<file path="config.mk">
export PLATFORM = sky130hd
export DESIGN_NAME = t2mi_packet_dispatcher
export DESIGN_NICKNAME = d
export VERILOG_FILES = /design/src/rtl/t2mi_packet_dispatcher.sv
export SDC_FILE = /design/constraint.sdc
export NUM_CORES = 1
export LEC_CHECK = 0
export CAP_MARGIN = 20
export CORE_MARGIN = 2
export CORE_UTILIZATION = 50
export CTS_CLUSTER_DIAMETER = 120
export DETAILED_ROUTE_END_ITERATION = 8
export HOLD_SLACK_MARGIN = 0.02
export PLACE_DENSITY = 0.78
export REMOVE_ABC_BUFFERS = 1
export SLEW_MARGIN = 20
export SYNTH_ARGS = -nofsm -noshare
export SYNTH_HDL_FRONTEND = slang
export SYNTH_SLANG_ARGS = --single-unit
export TNS_END_PERCENT = 10
</file>
<file path="constraint.sdc">
create_clock -name clk -period 3.1 [get_ports clk]
set_clock_uncertainty 0.05 [all_clocks]
set_input_delay 0.62 -clock clk [delete_from_list [all_inputs] [get_ports clk]]
set_output_delay 0.62 -clock clk [all_outputs]
set_load 0.03 [all_outputs]
</file>
<file path="src/rtl/t2mi_packet_dispatcher.sv">
// Purpose: routes parsed T2-MI packets to the TS or BB channel, drops or aborts bad ones, keeps saturating stats.
// Latency: every output is registered; each output strobe trails its input event by exactly 1 clk.
// Backpressure: consumer ready is sampled once at the header strobe; a not-ready channel causes a whole-packet drop.
module t2mi_packet_dispatcher #(
    parameter logic [7:0]  TS_TYPE = 8'h20,
    parameter logic [7:0]  BB_TYPE = 8'h00,
    parameter logic [15:0] MAX_LEN = 16'd4096,
    parameter int          CNT_W   = 16
) (
    input  logic             clk,
    input  logic             rst_n,
    input  logic             enable,
    input  logic             in_start,
    input  logic [7:0]       in_type,
    input  logic [15:0]      in_length,
    input  logic             in_valid,
    input  logic [7:0]       in_data,
    input  logic             in_end,
    input  logic             sync_locked,
    input  logic             parser_error,
    input  logic             ts_ready,
    output logic             ts_start,
    output logic             ts_valid,
    output logic             ts_end,
    output logic             ts_abort,
    output logic [7:0]       ts_data,
    input  logic             bb_ready,
    output logic             bb_start,
    output logic             bb_valid,
    output logic             bb_end,
    output logic             bb_abort,
    output logic [7:0]       bb_data,
    output logic [7:0]       out_type,
    output logic [15:0]      out_length,
    output logic             busy,
    output logic [CNT_W-1:0] pkt_count,
    output logic [CNT_W-1:0] drop_count,
    output logic [CNT_W-1:0] abort_count,
    output logic [CNT_W-1:0] other_count
);

    typedef enum logic [1:0] {IDLE, FORWARD, DROP} state_t;

    state_t      state, state_nxt;
    logic        dest_bb, dest_bb_nxt;
    logic [15:0] len_q, len_nxt;
    logic [15:0] cnt_q, cnt_nxt;
    logic [7:0]  out_type_nxt;
    logic [15:0] out_length_nxt;
    logic        start_n, valid_n, end_n, abort_n;
    logic        inc_pkt, inc_drop, inc_abort, inc_other;
    logic        is_ts, is_bb, sel_rdy;

    assign is_ts   = (in_type == TS_TYPE);
    assign is_bb   = (in_type == BB_TYPE);
    assign sel_rdy = is_ts ? ts_ready : bb_ready;
    assign busy    = (state != IDLE);

    // Next-state, per-cycle strobe and statistics-increment decode
    always_comb begin
        state_nxt      = state;
        dest_bb_nxt    = dest_bb;
        len_nxt        = len_q;
        cnt_nxt        = cnt_q;
        out_type_nxt   = out_type;
        out_length_nxt = out_length;
        start_n        = 1'b0;
        valid_n        = 1'b0;
        end_n          = 1'b0;
        abort_n        = 1'b0;
        inc_pkt        = 1'b0;
        inc_drop       = 1'b0;
        inc_abort      = 1'b0;
        inc_other      = 1'b0;
        case (state)
            IDLE: begin
                if (in_start) begin
                    if (!enable || !sync_locked) begin
                        state_nxt = DROP;
                        inc_drop  = 1'b1;
                    end else if (!is_ts && !is_bb) begin
                        state_nxt = DROP;
                        inc_other = 1'b1;
                    end else if (in_length == 16'd0 || in_length > MAX_LEN || !sel_rdy) begin
                        state_nxt = DROP;
                        inc_drop  = 1'b1;
                    end else begin
                        state_nxt      = FORWARD;
                        dest_bb_nxt    = !is_ts;
                        len_nxt        = in_length;
                        cnt_nxt        = 16'd0;
                        start_n        = 1'b1;
                        out_type_nxt   = in_type;
                        out_length_nxt = in_length;
                    end
                end
            end
            FORWARD: begin
                if (parser_error || !sync_locked || !enable || in_start) begin
                    // Byte in flight this cycle is discarded; swallow the rest if more follow
                    abort_n   = 1'b1;
                    inc_abort = 1'b1;
                    state_nxt = (in_valid && !in_end) ? DROP : IDLE;
                end else if (in_valid && cnt_q == len_q) begin
                    // More bytes than the header announced
                    abort_n   = 1'b1;
                    inc_abort = 1'b1;
                    state_nxt = in_end ? IDLE : DROP;
                end else if (in_valid) begin
                    valid_n = 1'b1;
                    cnt_nxt = cnt_q + 16'd1;
                    if (in_end) begin
                        state_nxt = IDLE;
                        if (cnt_q + 16'd1 == len_q) begin
                            end_n   = 1'b1;
                            inc_pkt = 1'b1;
                        end else begin
                            abort_n   = 1'b1;
                            inc_abort = 1'b1;
                        end
                    end
                end
            end
            DROP: begin
                if (in_end || parser_error || !sync_locked) state_nxt = IDLE;
            end
            default: state_nxt = IDLE;
        endcase
    end

    // State, packet context and channel output registers
    always_ff @(posedge clk or negedge rst_n) begin
        if (!rst_n) begin
            state      <= IDLE;
            dest_bb    <= 1'b0;
            len_q      <= 16'd0;
            cnt_q      <= 16'd0;
            out_type   <= 8'h00;
            out_length <= 16'd0;
            ts_start   <= 1'b0;
            ts_valid   <= 1'b0;
            ts_end     <= 1'b0;
            ts_abort   <= 1'b0;
            ts_data    <= 8'h00;
            bb_start   <= 1'b0;
            bb_valid   <= 1'b0;
            bb_end     <= 1'b0;
            bb_abort   <= 1'b0;
            bb_data    <= 8'h00;
        end else begin
            state      <= state_nxt;
            dest_bb    <= dest_bb_nxt;
            len_q      <= len_nxt;
            cnt_q      <= cnt_nxt;
            out_type   <= out_type_nxt;
            out_length <= out_length_nxt;
            ts_start   <= start_n & ~dest_bb_nxt;
            ts_valid   <= valid_n & ~dest_bb_nxt;
            ts_end     <= end_n   & ~dest_bb_nxt;
            ts_abort   <= abort_n & ~dest_bb_nxt;
            ts_data    <= (valid_n && !dest_bb_nxt) ? in_data : 8'h00;
            bb_start   <= start_n & dest_bb_nxt;
            bb_valid   <= valid_n & dest_bb_nxt;
            bb_end     <= end_n   & dest_bb_nxt;
            bb_abort   <= abort_n & dest_bb_nxt;
            bb_data    <= (valid_n && dest_bb_nxt) ? in_data : 8'h00;
        end
    end

    // Saturating statistics counters; they hold at all-ones instead of wrapping
    always_ff @(posedge clk or negedge rst_n) begin
        if (!rst_n) begin
            pkt_count   <= '0;
            drop_count  <= '0;
            abort_count <= '0;
            other_count <= '0;
        end else begin
            if (inc_pkt   && pkt_count   != '1) pkt_count   <= pkt_count   + 1'b1;
            if (inc_drop  && drop_count  != '1) drop_count  <= drop_count  + 1'b1;
            if (inc_abort && abort_count != '1) abort_count <= abort_count + 1'b1;
            if (inc_other && other_count != '1) other_count <= other_count + 1'b1;
        end
    end

endmodule
</file>
Word-level counts from Yosys, hierarchy flattened
Index checks and enable logic that the tools add are counted.
- logic and storage cells: 146
- output and inout port bits: 113
- register bits after elaboration: 131
- bits of input ports: 42
- reduce and logical (&&, ||, !) cells: 32
- equality and inequality tests: 19
- add/sub/neg operators: 5
- bitwise gates (word level): 12
- multiplexer cells: 58
- magnitude comparators: 1
- operators with widths (kind ; number):
    two-way mux 16 bit ; 7
    adder 16 x 1 -> 16 bit (second input constant) ; 5
    != test 16 bit (second input constant) ; 4
    two-way mux 1 bit ; 36
    equality test 16 bit ; 2
    one-hot mux 16 bit (2 select lines) ; 1
    two-way mux 2 bit ; 11
    > comparator 16 x 13 -> 1 bit (second input constant) ; 1
    zero test 16 bit ; 1
    two-way mux 8 bit ; 2
    != test 2 bit (second input constant) ; 8
    logical AND 1 bit ; 9
    AND 1 bit ; 8
    equality test 8 x 6 -> 1 bit (second input constant) ; 1
    zero test 8 bit ; 1
    logical OR 1 bit ; 8
    != test 4 bit (second input constant) ; 2
    AND reduction 8 bit ; 1
    zero test 1 bit ; 7
    one-hot mux 2 bit (3 select lines) ; 1
    AND reduction 5 bit ; 1
    NOT 1 bit ; 4
    AND reduction 4 bit ; 1
    nonzero test 2 bit ; 2
    other kinds (3) ; 3

Logic depth before layout (Yosys ltp)
- word-level depth: 12
- mapped depth: 12
- depth with buffers taken out: 9

Worst setup path before layout
OpenSTA, ideal clock, no wires.
- kind: input port to flip-flop
- start point: input in_length[1]
- end point: register drop_count[14]
- path buffers: 1
- stages: 9
- setup slack: 0.266 ns
- arrival: 2.650 ns
- cells stage by stage: or4_1 > or4_1 > nand3_1 > o211a_1 > o21a_1 > and3_1 > buf_2 > nand4_1 > xnor2_1
- cells in the longest elaborated chain, start to end: 9
- ends and longest elaborated chain (element ; RTL line ; text):
    from (decl) ; 15 ; input logic [15:0] in_length,
    > comparator 16 x 13 -> 1 bit or zero test 16 bit (tied branches) ; 84 ; end else if (in_length == 16'd0 || in_length > MAX_LEN || !sel_rdy) begin
    logical OR 1 bit (*) (2 in series) ; 84 ;
    two-way mux 1 bit (*) ; 84 ;
    two-way mux 1 bit (*) ; 81 ; end else if (!is_ts && !is_bb) begin
    two-way mux 1 bit (*) ; 78 ; if (!enable || !sync_locked) begin
    two-way mux 1 bit (*) ; 77 ; if (in_start) begin
    two-way mux 1 bit (*) ; 75 ; case (state)
    logical AND 1 bit (*) ; 179 ; if (inc_drop && drop_count != '1) drop_count <= drop_count + 1'b1;
    to (signal assigned) ; 179 ;
    to (decl) ; 37 ; output logic [CNT_W-1:0] drop_count,
Mark *: on every way between the ends. The rest lies on a longest branch, timed or not.
A chain may end at the register's enable or synchronous reset.

Worst setup path after layout
- start point: input in_length[4]
- end point: register cnt_q[9]
- cells in the longest elaborated chain, start to end: 5
- ends and longest elaborated chain (element ; RTL line ; text):
    > comparator 16 x 13 -> 1 bit or zero test 16 bit (tied branches) ; 84 ;
    logical OR 1 bit (*) (2 in series) ; 84 ;
    != test 2 bit (no line) (*) ; - ;
    AND reduction 8 bit (no line) (*) ; - ;
    to (signal assigned) ; 154 ; cnt_q <= cnt_nxt;
    to (decl) ; 47 ; logic [15:0] cnt_q, cnt_nxt;
Marks and branches as above.

==> results_dict.tcl <==
set metrics [dict create \
    finalNonFillerCells 999 \
    fin_ws_ns 0.0502 \
    power_per_cell_area_nw_per_um2 495 \
    viasPerCell 5.38 \
    h-tree-depth 4 \
    yosys-top-cells-area "dfrtp_1 (51%), xor2_1 (6.3%), xnor2_1 (5.4%), nand2_1 (4.6%), and2_1 (3.1%)" \
    vias 5378 \
    run_status "finished clean" \
    setup_viol 0 \
    dp_cells 964 \
    layout.nets 861 \
    critPathMaxStageDelay_ns 0.57 \
    start_util 0.509 \
    drt-pass1-iter-count 5 \
    max_freq_mhz 328 \
    grt_antenna_before_repair 0 \
    die_x_um 117 \
    end_kind "register" \
    num_antenna_cells 0 \
    synth_cell_types 64 \
    slew_viol_final 0 \
    synth_edf_count 0 \
    cap_viol_max_count 0 \
    synth-seq-area-share 0.514 \
    cp_slowest_cell "or4_4" \
    worst_setup_path_start_kind "primary input" \
    pre_cts_ws_ns -0.409 \
    p_leak_nw 4.11 \
    ir_drop_uv 379 \
    worstMarginPinSlew_ns 0.804 \
    grt_pass1_vias 5447 \
    critPathMaxFanout 5 \
    slew_headroom 0.464 \
    path_cells "clkdlybuf4s50_1 > or4_4 > o31ai_4 > nand4b_1 > nor3_2 > o221ai_2 > buf_6 > buf_4 > or3_1 > a21oi_2" \
    tns_ns 0 \
    cts_buffers 17 \
    crit_type "primary input to register" \
    die_h_um 117 \
    clock-sinks 131 \
    drt-total-wl_um 16500 \
    clkLatencyLatePin_ns 0.42 \
    syn_to_final_growth_pct 42.2 \
    synthArstFlopShare 1.00 \
    synth_area_leader_cell "dfrtp_1" \
    place_congestion 0.944 \
    path_clk_slew_ns 0.06 \
    io_buffers 154 \
    wl_per_cell_um 16.5 \
    drc_errors 0 \
    core_region_area_um2 12500 \
    synth_seq_cells 131 \
    finalCriticalPeriod_ns 3.05 \
    tritoncts "yes" \
    num_rows 41 \
    synth_ff_type "dfrtp_1" \
    dpl.hpwl_um 11900 \
    cts-root-buf "clkbuf_16" \
    final-hold-violation-count 0 \
    grt.overflow.total 0 \
    grt_max_degree 63 \
    grt_usage 0.248 \
    synthCells 618 \
    grt_pass1_wl_um 26300 \
    drt-initial-drc-count 389 \
    syn_area_per_cell_um2 10.3 \
    dieArea_um2 13700 \
    num_io_pins 155 \
    yosysWarningCount 0 \
    ant_nets 0 \
    post-synth-top-area-fraction 0.514 \
    clockBufferDepth 2 \
    drive_gt1_frac 0.154 \
    crit_arrival_ns 3.34 \
    hold_class "primary input to asynchronous set/reset pin" \
    fin_crit_sh 0.984 \
    syn_area_um2 6380 \
    required_ns 3.39 \
]
layer usage:
layer,track usage,up-vias,part of all wire,wire [um]
met5,0,-,0,0
met4,0.0941,0,0.016,271
met3,0.0613,27,0.057,942
met2,0.420,169,0.52,8500
met1,0.308,2651,0.41,6750
li1,-,2531,-,-
where the power goes:
group / switching, W / internal [W]
combinational: 0.000330 / 0.000269
sequential: 0.0000975 / 0.00178
clock: 0.000745 / 0.00126
area by class of cell:
type | instances | area [um^2]
well taps | 172 | 215
multi-input cells | 454 | 3040
flip-flops and latches | 131 | 3280
inverters | 12 | 45.0
fillers | 892 | 3450
repair buffers | 198 | 1900
clock buffers | 19 | 433
clock inverters | 13 | 160
kinds of logic after synthesis:
logic type,after synthesis,synth area share
AOI/OAI and AO/OA,54,0.0579
xor gates and xnor gates,86,0.119
adders and majority gates,5,0.00981
buffers and inverters,33,0.0243
DFF,131,0.514
muxes,10,0.0171
and+or+nand+nor,299,0.258
critical path: cells and delay by family:
family                 cells  cell delay, ns
AOI/OAI and AO/OA          3            0.58
buffers and inverters      3            0.74
and+or+nand+nor            4            1.40
placed cells by master (no fill, tap or decap), drive strengths merged, types with 3 or more instances in the layout:
master         count
nand2             80
inv               13
and2              35
o21ai             15
mux2i              3
o31ai              3
bufinv             3
buf               45
nand3             40
a21oi             14
ha                 5
a21o               5
mux2               7
nand2b             7
nand4             13
nor3              25
nor2              37
or3                5
nor4              15
dfrtp            131
clkbuf            19
and4               6
clkinv             7
or4                7
xor2              46
xnor2             40
clkdlybuf4s50    153
and3              15
a31oi              3
nor4b              3
registers in the layout, indices dropped and copies added (netlist names):
register     flops
abort_count     16
bb_abort         1
bb_data          8
bb_end           1
bb_start         1
bb_valid         1
cnt_q           16
dest_bb          1
drop_count      16
len_q           16
other_count     16
out_type         8
pkt_count       16
state            2
ts_abort         1
ts_data          8
ts_end           1
ts_start         1
ts_valid         1
path summary, 6_finish.rpt:
kind                                         start                          end  slack (ns)  cells past startpoint
max                                   in_length[4]         cnt_q[9]$_DFFE_PN0P_        0.05                     10
min                                          rst_n  other_count[12]$_DFFE_PN0P_        0.23                      1
min in group clk           out_type[0]$_DFFE_PN0P_      out_type[0]$_DFFE_PN0P_        0.43                      1
max in group asynchronous                    rst_n         bb_data[0]$_DFF_PN0_        2.06                      2
min reg2reg                out_type[0]$_DFFE_PN0P_      out_type[0]$_DFFE_PN0P_        0.43                      1
max reg2reg                   cnt_q[0]$_DFFE_PN0P_   abort_count[1]$_DFFE_PN0P_        0.12                      9
metrics by stage:
stage | cell area, um^2 | hold WS (ns) | util | total power (W)
final | 9070 | 0.227 | 0.724 | 0.00448
after global routing | 9070 | 0.295 | 0.724 | 0.00464
after CTS | 8960 | 0.273 | 0.716 | 0.00450
after detailed placement | 8360 | 0.423 | 0.668 | 0.00249
after global placement | 8360 | 0.419 | 0.668 | 0.00247
after floorplan | 6270 | 0.274 | - | 0.00217
cell usage after synthesis, types with 4 or more instances:
library cell and count:
clkbuf_1 11, nor3_1 25, nor2_1 35, o21ai_0 15
a21oi_1 12, dfrtp_1 131, nand4_1 13, xor2_1 46
or4_1 6, and3_1 14, nand3_1 39, and4_1 5
nor4_1 10, nor4_2 4, nand2_1 79, xnor2_1 39
and2_1 32, a21o_1 5, buf_2 7, ha_1 5
nand2b_1 7, inv_1 11, mux2_2 7
what timing repair did:
item / in CTS / in global routing
cloned: 0 / 1
pin swaps: 0 / 7
hold buffers: 0 / 0
hold endpoints to repair: 0 / 0
endpoints found under the setup margin: 1 / 36
setup buffers: 1 / 2
resized for setup: 0 / 19
No activity file was read; power rests on OpenSTA's default activity.
